==> src/rtl/ps2_pkg.sv <==
// Shared constants, FSM state type and helpers for the PS/2 key encoder.
package ps2_pkg;

    localparam logic [7:0] PS2_EXT    = 8'hE0;
    localparam logic [7:0] PS2_REL    = 8'hF0;
    localparam logic [7:0] PS2_PAUSE  = 8'hE1;
    localparam logic [7:0] PAUSE_CODE = 8'h77;
    localparam logic [2:0] PAUSE_SKIP = 3'd7;

    localparam int unsigned KEY_W   = 11;
    localparam int unsigned KEY_TOG = 10;
    localparam int unsigned KEY_PRS = 9;
    localparam int unsigned KEY_EXT = 8;

    typedef enum logic [2:0] {
        IDLE,
        EXT,
        REL,
        EXTREL,
        SKIP
    } kfsm_t;

    // Odd parity holds when data plus parity bit contain an odd number of ones.
    function automatic logic odd_parity_ok(input logic [8:0] bits);
        return ^bits;
    endfunction

endpackage

==> src/rtl/ps2_frame_rx.sv <==
// PS/2 line receiver: synchronise, deglitch, deserialise one 11-bit frame,
// check start/parity/stop and abandon frames that stall mid-way.
module ps2_frame_rx
    import ps2_pkg::*;
#(
    parameter int unsigned FILTER_LEN  = 8,
    parameter int unsigned TIMEOUT_CYC = 8000
) (
    input  logic       clk_sys,
    input  logic       reset_n,
    input  logic       ps2_clk,
    input  logic       ps2_data,
    output logic       byte_valid,
    output logic [7:0] data_byte,
    output logic       frame_bad
);

    localparam int unsigned FW = $clog2(FILTER_LEN + 1);
    localparam int unsigned TW = $clog2(TIMEOUT_CYC + 1);
    localparam int unsigned NBITS = 10;

    // Index 0 is the clock line, index 1 the data line.
    logic [1:0]    sync_a;
    logic [1:0]    sync_b;
    logic [1:0]    filt;
    logic [FW-1:0] fcnt [2];
    logic          clk_prev;

    logic [3:0]    bit_cnt;
    logic [9:0]    shreg;
    logic [TW-1:0] tcnt;

    logic fall_c;
    logic frame_done_c;
    logic frame_good_c;
    logic timeout_c;

    // Two-flop synchroniser followed by a hold-for-FILTER_LEN-samples filter per line.
    always_ff @(posedge clk_sys or negedge reset_n) begin
        if (!reset_n) begin
            sync_a   <= '1;
            sync_b   <= '1;
            filt     <= '1;
            clk_prev <= 1'b1;
            for (int i = 0; i < 2; i++) begin
                fcnt[i] <= '0;
            end
        end else begin
            sync_a   <= {ps2_data, ps2_clk};
            sync_b   <= sync_a;
            clk_prev <= filt[0];
            for (int i = 0; i < 2; i++) begin
                if (sync_b[i] == filt[i]) begin
                    fcnt[i] <= '0;
                end else if (fcnt[i] == FW'(FILTER_LEN - 1)) begin
                    filt[i] <= sync_b[i];
                    fcnt[i] <= '0;
                end else begin
                    fcnt[i] <= fcnt[i] + FW'(1);
                end
            end
        end
    end

    assign fall_c       = clk_prev & ~filt[0];
    assign frame_done_c = fall_c && (bit_cnt == 4'(NBITS));
    assign frame_good_c = !shreg[0] && filt[1] && odd_parity_ok(shreg[9:1]);
    assign timeout_c    = !fall_c && (bit_cnt != '0) && (tcnt == TW'(TIMEOUT_CYC - 1));

    // Shift in bits on each filtered clock fall; the stop bit is taken live from the line.
    always_ff @(posedge clk_sys or negedge reset_n) begin
        if (!reset_n) begin
            bit_cnt    <= '0;
            shreg      <= '0;
            tcnt       <= '0;
            byte_valid <= 1'b0;
            frame_bad  <= 1'b0;
            data_byte  <= '0;
        end else begin
            byte_valid <= frame_done_c & frame_good_c;
            frame_bad  <= (frame_done_c & ~frame_good_c) | timeout_c;
            if (fall_c) begin
                tcnt <= '0;
                if (frame_done_c) begin
                    bit_cnt   <= '0;
                    data_byte <= shreg[8:1];
                end else begin
                    shreg   <= {filt[1], shreg[9:1]};
                    bit_cnt <= bit_cnt + 4'd1;
                end
            end else if (timeout_c) begin
                bit_cnt <= '0;
                tcnt    <= '0;
            end else if (bit_cnt != '0) begin
                tcnt <= tcnt + TW'(1);
            end
        end
    end

endmodule

==> src/rtl/ps2_key_encoder.sv <==
// PS/2 keyboard to ps2_key[10:0] event bus: folds E0/F0/E1 prefixes into one
// toggle-flagged make/break event and counts discarded frames.
module ps2_key_encoder
    import ps2_pkg::*;
#(
    parameter int unsigned FILTER_LEN  = 8,
    parameter int unsigned TIMEOUT_CYC = 8000
) (
    input  logic             clk_sys,
    input  logic             reset_n,
    input  logic             ps2_clk,
    input  logic             ps2_data,
    output logic [KEY_W-1:0] ps2_key,
    output logic             key_strobe,
    output logic             frame_err,
    output logic [7:0]       err_count
);

    logic       byte_valid;
    logic [7:0] rx_byte;
    logic       frame_bad;

    ps2_frame_rx #(
        .FILTER_LEN (FILTER_LEN),
        .TIMEOUT_CYC(TIMEOUT_CYC)
    ) u_rx (
        .clk_sys   (clk_sys),
        .reset_n   (reset_n),
        .ps2_clk   (ps2_clk),
        .ps2_data  (ps2_data),
        .byte_valid(byte_valid),
        .data_byte (rx_byte),
        .frame_bad (frame_bad)
    );

    kfsm_t            state;
    kfsm_t            state_d;
    logic [2:0]       skip_cnt;
    logic [2:0]       skip_d;
    logic [KEY_W-1:0] key_d;
    logic             strobe_d;
    logic             err_d;
    logic [7:0]       count_d;

    logic       emit_c;
    logic       emit_ext;
    logic       emit_prs;
    logic [7:0] emit_code;

    always_ff @(posedge clk_sys or negedge reset_n) begin
        if (!reset_n) begin
            state      <= IDLE;
            skip_cnt   <= '0;
            ps2_key    <= '0;
            key_strobe <= 1'b0;
            frame_err  <= 1'b0;
            err_count  <= '0;
        end else begin
            state      <= state_d;
            skip_cnt   <= skip_d;
            ps2_key    <= key_d;
            key_strobe <= strobe_d;
            frame_err  <= err_d;
            err_count  <= count_d;
        end
    end

    // Prefix folding; a bad frame abandons any prefix in progress.
    always_comb begin
        state_d   = state;
        skip_d    = skip_cnt;
        key_d     = ps2_key;
        strobe_d  = 1'b0;
        err_d     = frame_bad;
        count_d   = err_count;
        emit_c    = 1'b0;
        emit_ext  = 1'b0;
        emit_prs  = 1'b1;
        emit_code = rx_byte;

        if (frame_bad) begin
            state_d = IDLE;
            if (err_count != 8'hFF) begin
                count_d = err_count + 8'd1;
            end
        end else if (byte_valid) begin
            unique case (state)
                IDLE: begin
                    if (rx_byte == PS2_EXT) begin
                        state_d = EXT;
                    end else if (rx_byte == PS2_REL) begin
                        state_d = REL;
                    end else if (rx_byte == PS2_PAUSE) begin
                        state_d = SKIP;
                        skip_d  = PAUSE_SKIP;
                    end else begin
                        emit_c = 1'b1;
                    end
                end
                EXT: begin
                    if (rx_byte == PS2_REL) begin
                        state_d = EXTREL;
                    end else begin
                        emit_c   = 1'b1;
                        emit_ext = 1'b1;
                    end
                end
                REL: begin
                    emit_c   = 1'b1;
                    emit_prs = 1'b0;
                end
                EXTREL: begin
                    emit_c   = 1'b1;
                    emit_ext = 1'b1;
                    emit_prs = 1'b0;
                end
                SKIP: begin
                    skip_d = skip_cnt - 3'd1;
                    if (skip_cnt == 3'd1) begin
                        emit_c    = 1'b1;
                        emit_ext  = 1'b1;
                        emit_code = PAUSE_CODE;
                    end
                end
                default: state_d = IDLE;
            endcase
        end

        if (emit_c) begin
            key_d[KEY_TOG] = ~ps2_key[KEY_TOG];
            key_d[KEY_PRS] = emit_prs;
            key_d[KEY_EXT] = emit_ext;
            key_d[7:0]     = emit_code;
            strobe_d       = 1'b1;
            state_d        = IDLE;
        end
    end

endmodule

==> config.mk <==
export PLATFORM = sky130hd
export DESIGN_NAME = ps2_key_encoder
export DESIGN_NICKNAME = d
export VERILOG_FILES = /design/src/rtl/ps2_pkg.sv /design/src/rtl/ps2_frame_rx.sv /design/src/rtl/ps2_key_encoder.sv
export SDC_FILE = /design/constraint.sdc
export NUM_CORES = 1
export LEC_CHECK = 0
export CAP_MARGIN = 20
export CORE_ASPECT_RATIO = 0.6
export CORE_MARGIN = 2
export CORE_UTILIZATION = 45
export DETAILED_ROUTE_END_ITERATION = 16
export HOLD_SLACK_MARGIN = 0.05
export SLEW_MARGIN = 40
export SYNTH_ARGS = -nofsm -noshare
export SYNTH_HDL_FRONTEND = slang
export SYNTH_SLANG_ARGS = --single-unit
==> constraint.sdc <==
create_clock -name clk_sys -period 2.2 [get_ports clk_sys]
set_clock_uncertainty 0.15 [all_clocks]
set_input_delay 0.33 -clock clk_sys [delete_from_list [all_inputs] [get_ports clk_sys]]
set_output_delay 0.33 -clock clk_sys [all_outputs]
set_load 0.02 [all_outputs]
# Word level (Yosys, flattened, before mapping)
# Index checks and enable logic that the tools add are counted.
# totals
ff_bits	79
inputBits	4
out_inout_bits	21
elab_cells	121
# op_classes
n_addsub	6
n_eq_ne	21
n_mux	41
n_bitwise	11
n_reduce_logical	23
# op_table
operator	count
$mux W13	3
$mux W8	4
$mux W3	10
$mux W4	7
$eq A8 B8 Y1 const B	3
$add A13 B1 Y13 const B	1
$eq A13 B13 Y1 const B	1
$mux W1	13
$add A4 B1 Y4 const B	3
$reduce_and A2 Y1	5
$pmux W3 S3	1
$reduce_xor A9 Y1	1
$add A8 B1 Y8 const B	1
$eq A4 B3 Y1 const B	2
$ne A8 B8 Y1 const B	1
$not A1 Y1	7
$eq A3 B1 Y1 const B	2
$eq A3 B2 Y1 const B	2
$ne A2 B2 Y1 const B	3
$ne A6 B5 Y1 const B	1
$pmux W3 S2	1
$reduce_and A6 Y1	1
$reduce_bool A3 Y1	2
$logic_and A1 B1 Y1	5
17 further kinds	22

# Longest topological paths before layout
# depth
depth_word	9
mapped_depth	7
mapped_depth_nobuf	7

# Cells and area by module
# Synthesis repeated with hierarchy kept, for this count alone.
# hier_totals
hier_cells	311
hier_area_um2	3718.6
# modules_own_cells
module	instances	cells_each	area_each_um2	seq_area_each_um2
ps2_frame_rx	1	186	2366.0	1310.0
ps2_key_encoder	1	125	1352.5	675.6

# Worst setup path after synthesis
# OpenSTA, ideal clock, no wires.
# synth_timing
path_kind	register -> register
from	reg u_rx.bit_cnt[0]
to	reg u_rx.tcnt[10]
setup_time_ns	0.119
t_arrival_ns	1.527
slack_ns	0.405
stages_incl_launch_ff	8
n_path_buf	0
period_less_slack_ns	1.795
cell_sequence	dfrtp_1 inv_1 ha_1 nor3b_4 a2111oi_4 nand3_1 xor2_1 nor2_2
# synth_between
elab_chain_len	5
word_cells_on_any_way	6
# synth_lines
item	line	source
start: declaration	ps2_frame_rx.sv:29	logic [3:0] bit_cnt;
start signal: assignment	ps2_frame_rx.sv:89	bit_cnt <= bit_cnt + 4'd1;
$reduce_bool A4 Y1 (*)	ps2_frame_rx.sv:68, ps2_frame_rx.sv:94	
$logic_and A1 B1 Y1 (2 in a row)	ps2_frame_rx.sv:68	assign timeout_c = !fall_c && (bit_cnt != '0) && (tcnt == TW'(TIMEOUT_CYC - 1));
$mux W13	ps2_frame_rx.sv:91	end else if (timeout_c) begin
$mux W13	ps2_frame_rx.sv:82	if (fall_c) begin
end signal: assignment	ps2_frame_rx.sv:95	tcnt <= tcnt + TW'(1);
end: declaration	ps2_frame_rx.sv:31	logic [TW-1:0] tcnt;
# Every way passes the cells marked *; elsewhere a longest branch is shown, timed or not.
# A chain may end at the register's enable or synchronous reset.

# Worst setup path after layout
# layout_timing
from	reg u_rx.bit_cnt[0]
to	reg u_rx.tcnt[7]
# Same word-level chain as after synthesis.

==> out/metrics.cfg <==
[status]
status=finished clean

[setup_path]
critical_path_buf_inv_count=1
cp_max_fo=8
r2r-end=u_rx.tcnt[7]
reg2reg_depth=7
critPathLaunchType=flop
arrival_ps=2070
endpoint_kind=flop
crit_family=simple AND/OR/NAND/NOR gates
path_cells=inv_1, ha_1, nor3b_4, a21oi_2, nand3_1, xor2_1, nor2_2
path_depth=7
cp.required_ps=2270
reg2reg_slack_ps=200
timing.rr.start=u_rx.bit_cnt[0]
worstSetupEndpoint=u_rx.tcnt[7]
crit_path_max_incr_delay_ps=460
slowest_stage=nor3b_4
worstSetupPathType=reg -> reg
startpoint=u_rx.bit_cnt[0]

[synth]
synth_xor_xnor_area_share=0.0772
ys.flop_type=dfrtp_1
muxShareOfSynthArea=0.0273
synthAdderAreaFrac=0.0308
syn_area_um2=3660
yosys_warnings=0
async_reset_ff_frac=1.00
syn_nets=336
synth_top_family_by_area=simple AND/OR/NAND/NOR gates
syn_area_per_cell_um2=11.3
synth-simple-area-share=0.195
yosysSeqAreaShare=0.542
synth-edff-count=0
ys_seq_elements=79
synth_compound_gate_area_share=0.101
netlist_instances=323
synth_cell_type_count=56

[finish]
regArea_um2=1990
final_nets=368
fillers=690
post-route-util=0.562
drive_above_1_share=0.197
final_cell_mix=dfrtp_1 (72), nand2_1 (52), clkdlybuf4s50_1 (23), nor2_1 (18), xnor2_1 (14)
multiInputGateArea_um2=1580
layout_commonest_cell=dfrtp_1
antennaDiodeCount=0
area_delta_synth_final_pct=21.1

[power_and_ir_drop]
ir_drop_uv=512
power.density_nw_per_um2=1060
p_total_w=0.00469
p_leak_nw=1.97

[drt]
drc=0
antenna_left=0
routed_via_density=4.99
wl_per_cell_um=13.9
routed-via-count=2337
drt_iter0_markers=123
totalWireLength_mm=6.49
drt-pass1-iter-count=5

[sta]
setup_violations=0
fin_tns_setup_ps=0
period_needed_ps=2000
hold_viol_final=0
fmax_mhz=501
rsz0062_at_grt=false
min_period_over_period=0.907
setup_slack_ps=204
worst_pin_slew_ps=582
slew_headroom=0.610
slew_violations=0

[global_route]
grt_overflow_total=0
grt_pass1_vias=2369
grt_usage=0.169
grt_start_max_net_pins=80
antenna_found_initial=0
grt_pass1_wl_mm=11.4

[die]
die_x_um=120
core_area_um2=7880
num_rows=25
top_level_ports=25
start_util=0.464
die_h_um=73.9
dieArea_um2=8900

[place]
place.gp.congestion=0.800
portBuffers=24
dp_hpwl_mm=4.45
place_ws_ps=117

[flow_run]
drv_cap=0

[clock_tree]
cts-root-buf=clkbuf_16
clock_sinks=79
clock_path_buffers=2
cts_buffers=9
path_clk_slew_ps=60
clock_latency_ps=330
cts-htree-levels=3
cts_tree=done

[hold_path]
hold_class=reg -> reg

## worst min-delay path by stage
stage	from	endpoint	slack, ps	depth (start not counted)
floorplan	reset_n	err_count[0]	-120	0
global placement	u_rx.sync_a[0]	u_rx.sync_b[0]	200	0
detailed placement	u_rx.sync_a[0]	u_rx.sync_b[0]	210	0
CTS	u_rx.sync_a[0]	u_rx.sync_b[0]	210	0
global route	u_rx.sync_a[0]	u_rx.sync_b[0]	210	0
finish	u_rx.sync_a[0]	u_rx.sync_b[0]	210	0
## layout make-up
class                      count  area share
sequential                    79       0.448
inverter                      10     0.00847
tap                          108      0.0305
multi-input combinational    225       0.357
clock buffer                  10      0.0539
timing repair buffer          30      0.0672
clock inverter                 6      0.0350
## registers in the layout, summed over array words and instances, names as in the netlist, 2 cells and up
name / flops
err_count: 8
u_rx.filt: 2
ps2_key: 11
state: 3
skip_cnt: 3
u_rx.bit_cnt: 4
u_rx.tcnt: 13
u_rx.sync_a: 2
u_rx.data_byte: 8
u_rx.sync_b: 2
u_rx.shreg: 10
u_rx.fcnt: 8
## repair_timing
item / 4_1_cts / 5_1_grt
endpoints found under the setup margin: 0 / 5
hold buffers: 1 / 0
hold endpoints to repair: 72 / 0
buffers inserted: 0 / 0
gates resized for setup: 0 / 1
## worst reg2reg max path: stages (launching register included)
cell and delay (ps):
dfrtp_1 390, inv_1 140, ha_1 170, nor3b_4 460
a21oi_2 190, nand3_1 140, xor2_1 200, nor2_2 40
## where the power goes
group | leakage (nW) | switching (W) | internal, W
Clock | 0.193 | 0.000560 | 0.00137
Sequential | 1.06 | 0.000196 | 0.00166
Combinational | 0.718 | 0.000511 | 0.000397
Total | 1.97 | 0.00127 | 0.00342
## cells in the mapped netlist (2+ instances only)
library cell,count,area share
a21oi_1,9,0.012
a31oi_1,5,0.0085
and2b_1,2,0.0041
and3_1,4,0.0068
buf_2,4,0.0055
buf_6,2,0.0062
clkbuf_1,2,0.0021
dfrtp_1,72,0.49
dfstp_2,7,0.050
ha_1,9,0.031
inv_1,10,0.010
mux2_2,8,0.025
nand2_1,52,0.053
nand2b_1,2,0.0034
nand3_1,13,0.018
nand3_2,2,0.0055
nand3b_1,4,0.0082
nand4_1,4,0.0068
nor2_1,19,0.019
nor2_2,10,0.017
nor2b_1,5,0.0085
nor3_1,5,0.0068
o21a_1,3,0.0062
o21ai_0,7,0.0096
o22a_2,6,0.016
o22ai_1,2,0.0034
o31ai_1,2,0.0041
xnor2_1,14,0.033
xor2_1,12,0.029
## cells by family (layout without fill, tap and decap cells)
group	after synthesis	in the layout
adders and majority gates	9	9
muxes	9	9
xor gates and xnor gates	29	29
AOI/OAI and AO/OA	45	45
buffers and inverters	19	56
DFF	79	79
and+or+nand+nor	133	133
## metal layers
metal / up-vias / wire [µm] / part of all wire / GRT usage
met2: 37 / 2520 / 0.39 / 0.227
met5: - / 0 / 0 / 0
li1: 1170 / - / - / -
met4: 0 / 82 / 0.013 / 0.0685
met3: 8 / 266 / 0.041 / 0.0575
met1: 1122 / 3620 / 0.56 / 0.249
## stage by stage
step	hold slack (ps)	cell area (µm²)	std cells
finish	212	4430	468
global route	214	4430	468
CTS	213	4430	468
detailed placement	205	4030	451
global placement	196	4030	451
floorplan	-116	3660	323
No activity file was read; power rests on OpenSTA's default activity.
==> variant, RTL diff (same flow settings) <==
`KEY_W`: 11 -> 22.
--- a/src/rtl/ps2_pkg.sv
+++ b/src/rtl/ps2_pkg.sv
@@ -8,5 +8,5 @@
     localparam logic [2:0] PAUSE_SKIP = 3'd7;
 
-    localparam int unsigned KEY_W   = 11;
+    localparam int unsigned KEY_W   = 22;
     localparam int unsigned KEY_TOG = 10;
     localparam int unsigned KEY_PRS = 9;
Ports: changed (resized ps2_key); port bits go from 25 to 36. No check against the original RTL was run, so the function may have changed too.
==> variant against the original RTL <==
Sequential cell count stayed put; worst setup slack better by 0.011 ns; wire length rose by 1.0%; synthesized area is 2.4% higher; via count rose by 2.4%; final area is 0.42% lower; synthesized cell count increased by 3.7%; power decreased by 7.6%; critical endpoint unchanged; largest cell class unchanged.
==> variant: results (changes against the original RTL) <==
stage	metric	value	unit	change
logic_synthesis	ys_top_cells_by_area	dfrtp_1 (48%), nand2_1 (5.2%), dfstp_2 (4.9%)		was dfrtp_1 (49%), nand2_1 (5.3%), dfstp_2 (5.0%)
critical_path	cp.arrival	2.05	ns	was 2.07 ns
finish	diodes	0		unchanged
pwr	leakagePower	0.00197	µW	about the same
placement	portBuffers	24		unchanged
critical_path	critPathSlowestCell	nor3b_4		unchanged
global_route	track_usage	0.165		was 0.169
critical_path	critPathTopFamily	simple AND/OR/NAND/NOR gates		unchanged
logic_synthesis	seq_area_frac_synth	0.530		was 0.542
critical_path	reg2reg_slack	0.21	ns	
finish	nFillCells	711		was 690
pwr	ir_drop	495	µV	was 512 µV
clock_network	clk_pin_slew	0.06	ns	about the same
clock_network	root_buffer	clkbuf_16		unchanged
pwr	total_power	4330	µW	was 4690 µW
placement	dp_slack	0.0874	ns	was 0.117 ns
global_route	grt_start_max_net_pins	42		was 80
critical_path	ff2ff_path_depth	7		unchanged
critical_path	cpPeakStageDelay	0.44	ns	was 0.46 ns
drt	first_pass_iters	6		was 5
global_route	grt_util_met2	0.228		was 0.227
critical_path	r2r-start	u_rx.bit_cnt[0]$_DFFE_PN0P_		unchanged
logic_synthesis	async_flop_share	1.00		unchanged
drt	dr.first_iter.drc_count	131		was 123
drt	route.met2.wl	2700	µm	was 2520 µm
global_route	grt_pass1_wl	11400	µm	about the same
logic_synthesis	synthDistinctLibCells	57		was 56
outcome	status	finished, final reports clean		unchanged
placement	dpl.hpwl	4570	µm	was 4450 µm
placement	dp.cells	463		was 451
logic_synthesis	syn_inst	335		was 323
sta	slew_headroom	0.632		was 0.610
critical_path	critPathLaunch	u_rx.bit_cnt[0]$_DFFE_PN0P_		unchanged
logic_synthesis	yosys.cell_count.top_type	dfrtp_1		unchanged
sta	setup_slack	0.215	ns	was 0.204 ns
drt	wirelength	6560	µm	was 6490 µm
drt	wl_met1	3500	µm	was 3620 µm
clock_network	clk_latency	0.33	ns	about the same
sta	holdWs	0.204	ns	was 0.212 ns
placement	dpl-instance-area	4090	µm²	was 4030 µm²
finish	fin_cells	480		was 468
finish	fin_nets	380		was 368
placement	gp_congestion	0.798		was 0.800
sta	drv_slew	0		unchanged
global_route	grt_util_met1	0.244		was 0.249
finish	drive_gt1_frac	0.191		was 0.197
sta	finalSetupViolCount	0		unchanged
min_path	hold_class	reg2reg		unchanged
drt	via_per_inst	4.98		was 4.99
global_route	grt.met3_usage	0.0598		was 0.0575
drt	met3_length	319	µm	was 266 µm
global_route	grt_pass1_vias	2308		was 2369
critical_path	critPathMaxFanout	8		unchanged
pwr	p_int	3050	µW	was 3420 µW
[variant: changes by cell type after synthesis, sizes merged]
cell / delta
buf: +11
conb: +1
[variant: final cells by class]
cell class	count	area, µm²	share of cell area
sequential	79	1990	0.450
multi-input combinational	236	1620	0.368
timing repair buffer	31	318	0.0720
clock buffer	10	229	0.0519
tap	108	135	0.0306
clock inverter	6	85.1	0.0193
inverter	10	37.5	0.00850
[variant: how the worst min path moves through the flow]
stage          cells past startpoint                        to
2_1_floorplan                      0  err_count[0]$_DFFE_PN0P_
3_3_place_gp                       0  u_rx.sync_b[0]$_DFF_PN1_
3_5_place_dp                       0  u_rx.sync_b[0]$_DFF_PN1_
4_1_cts                            0  u_rx.sync_b[0]$_DFF_PN1_
5_1_grt                            0  u_rx.sync_b[0]$_DFF_PN1_
6_report                           0  u_rx.sync_b[0]$_DFF_PN1_
[variant: kinds of logic (layout without fill, tap and decap cells)]
kind of cell / count (synthesis) / count (layout) / share of synthesized area
adder cells (fa/ha/maj): 9 / 9 / 0.0301
multiplexers: 9 / 9 / 0.0267
AND/OR/NAND/NOR: 133 / 133 / 0.191
flip-flops: 79 / 79 / 0.530
other: 1 / 11 / 0.00100
AO/OA/AOI/OAI: 45 / 45 / 0.0988
XOR/XNOR: 29 / 29 / 0.0755
buffers and inverters: 30 / 57 / 0.0474
[variant: power groups by stage]
stage | Sequential, µW | Combinational [µW] | Clock [µW]
final | 1860 | 928 | 1540
after global routing | 1900 | 1050 | 1660
after CTS | 1860 | 937 | 1590
after detailed placement | 1880 | 923 | 0
after global placement | 1880 | 908 | 0
after floorplan | 1870 | 661 | 0
[variant: repair_timing]
action                                  in CTS  in global routing
endpoints found under the setup margin       0                  5
hold endpoints to repair                    36                  0
hold buffers                                 1                  0
resized for setup                            0                  1
buffers inserted                             0                  0
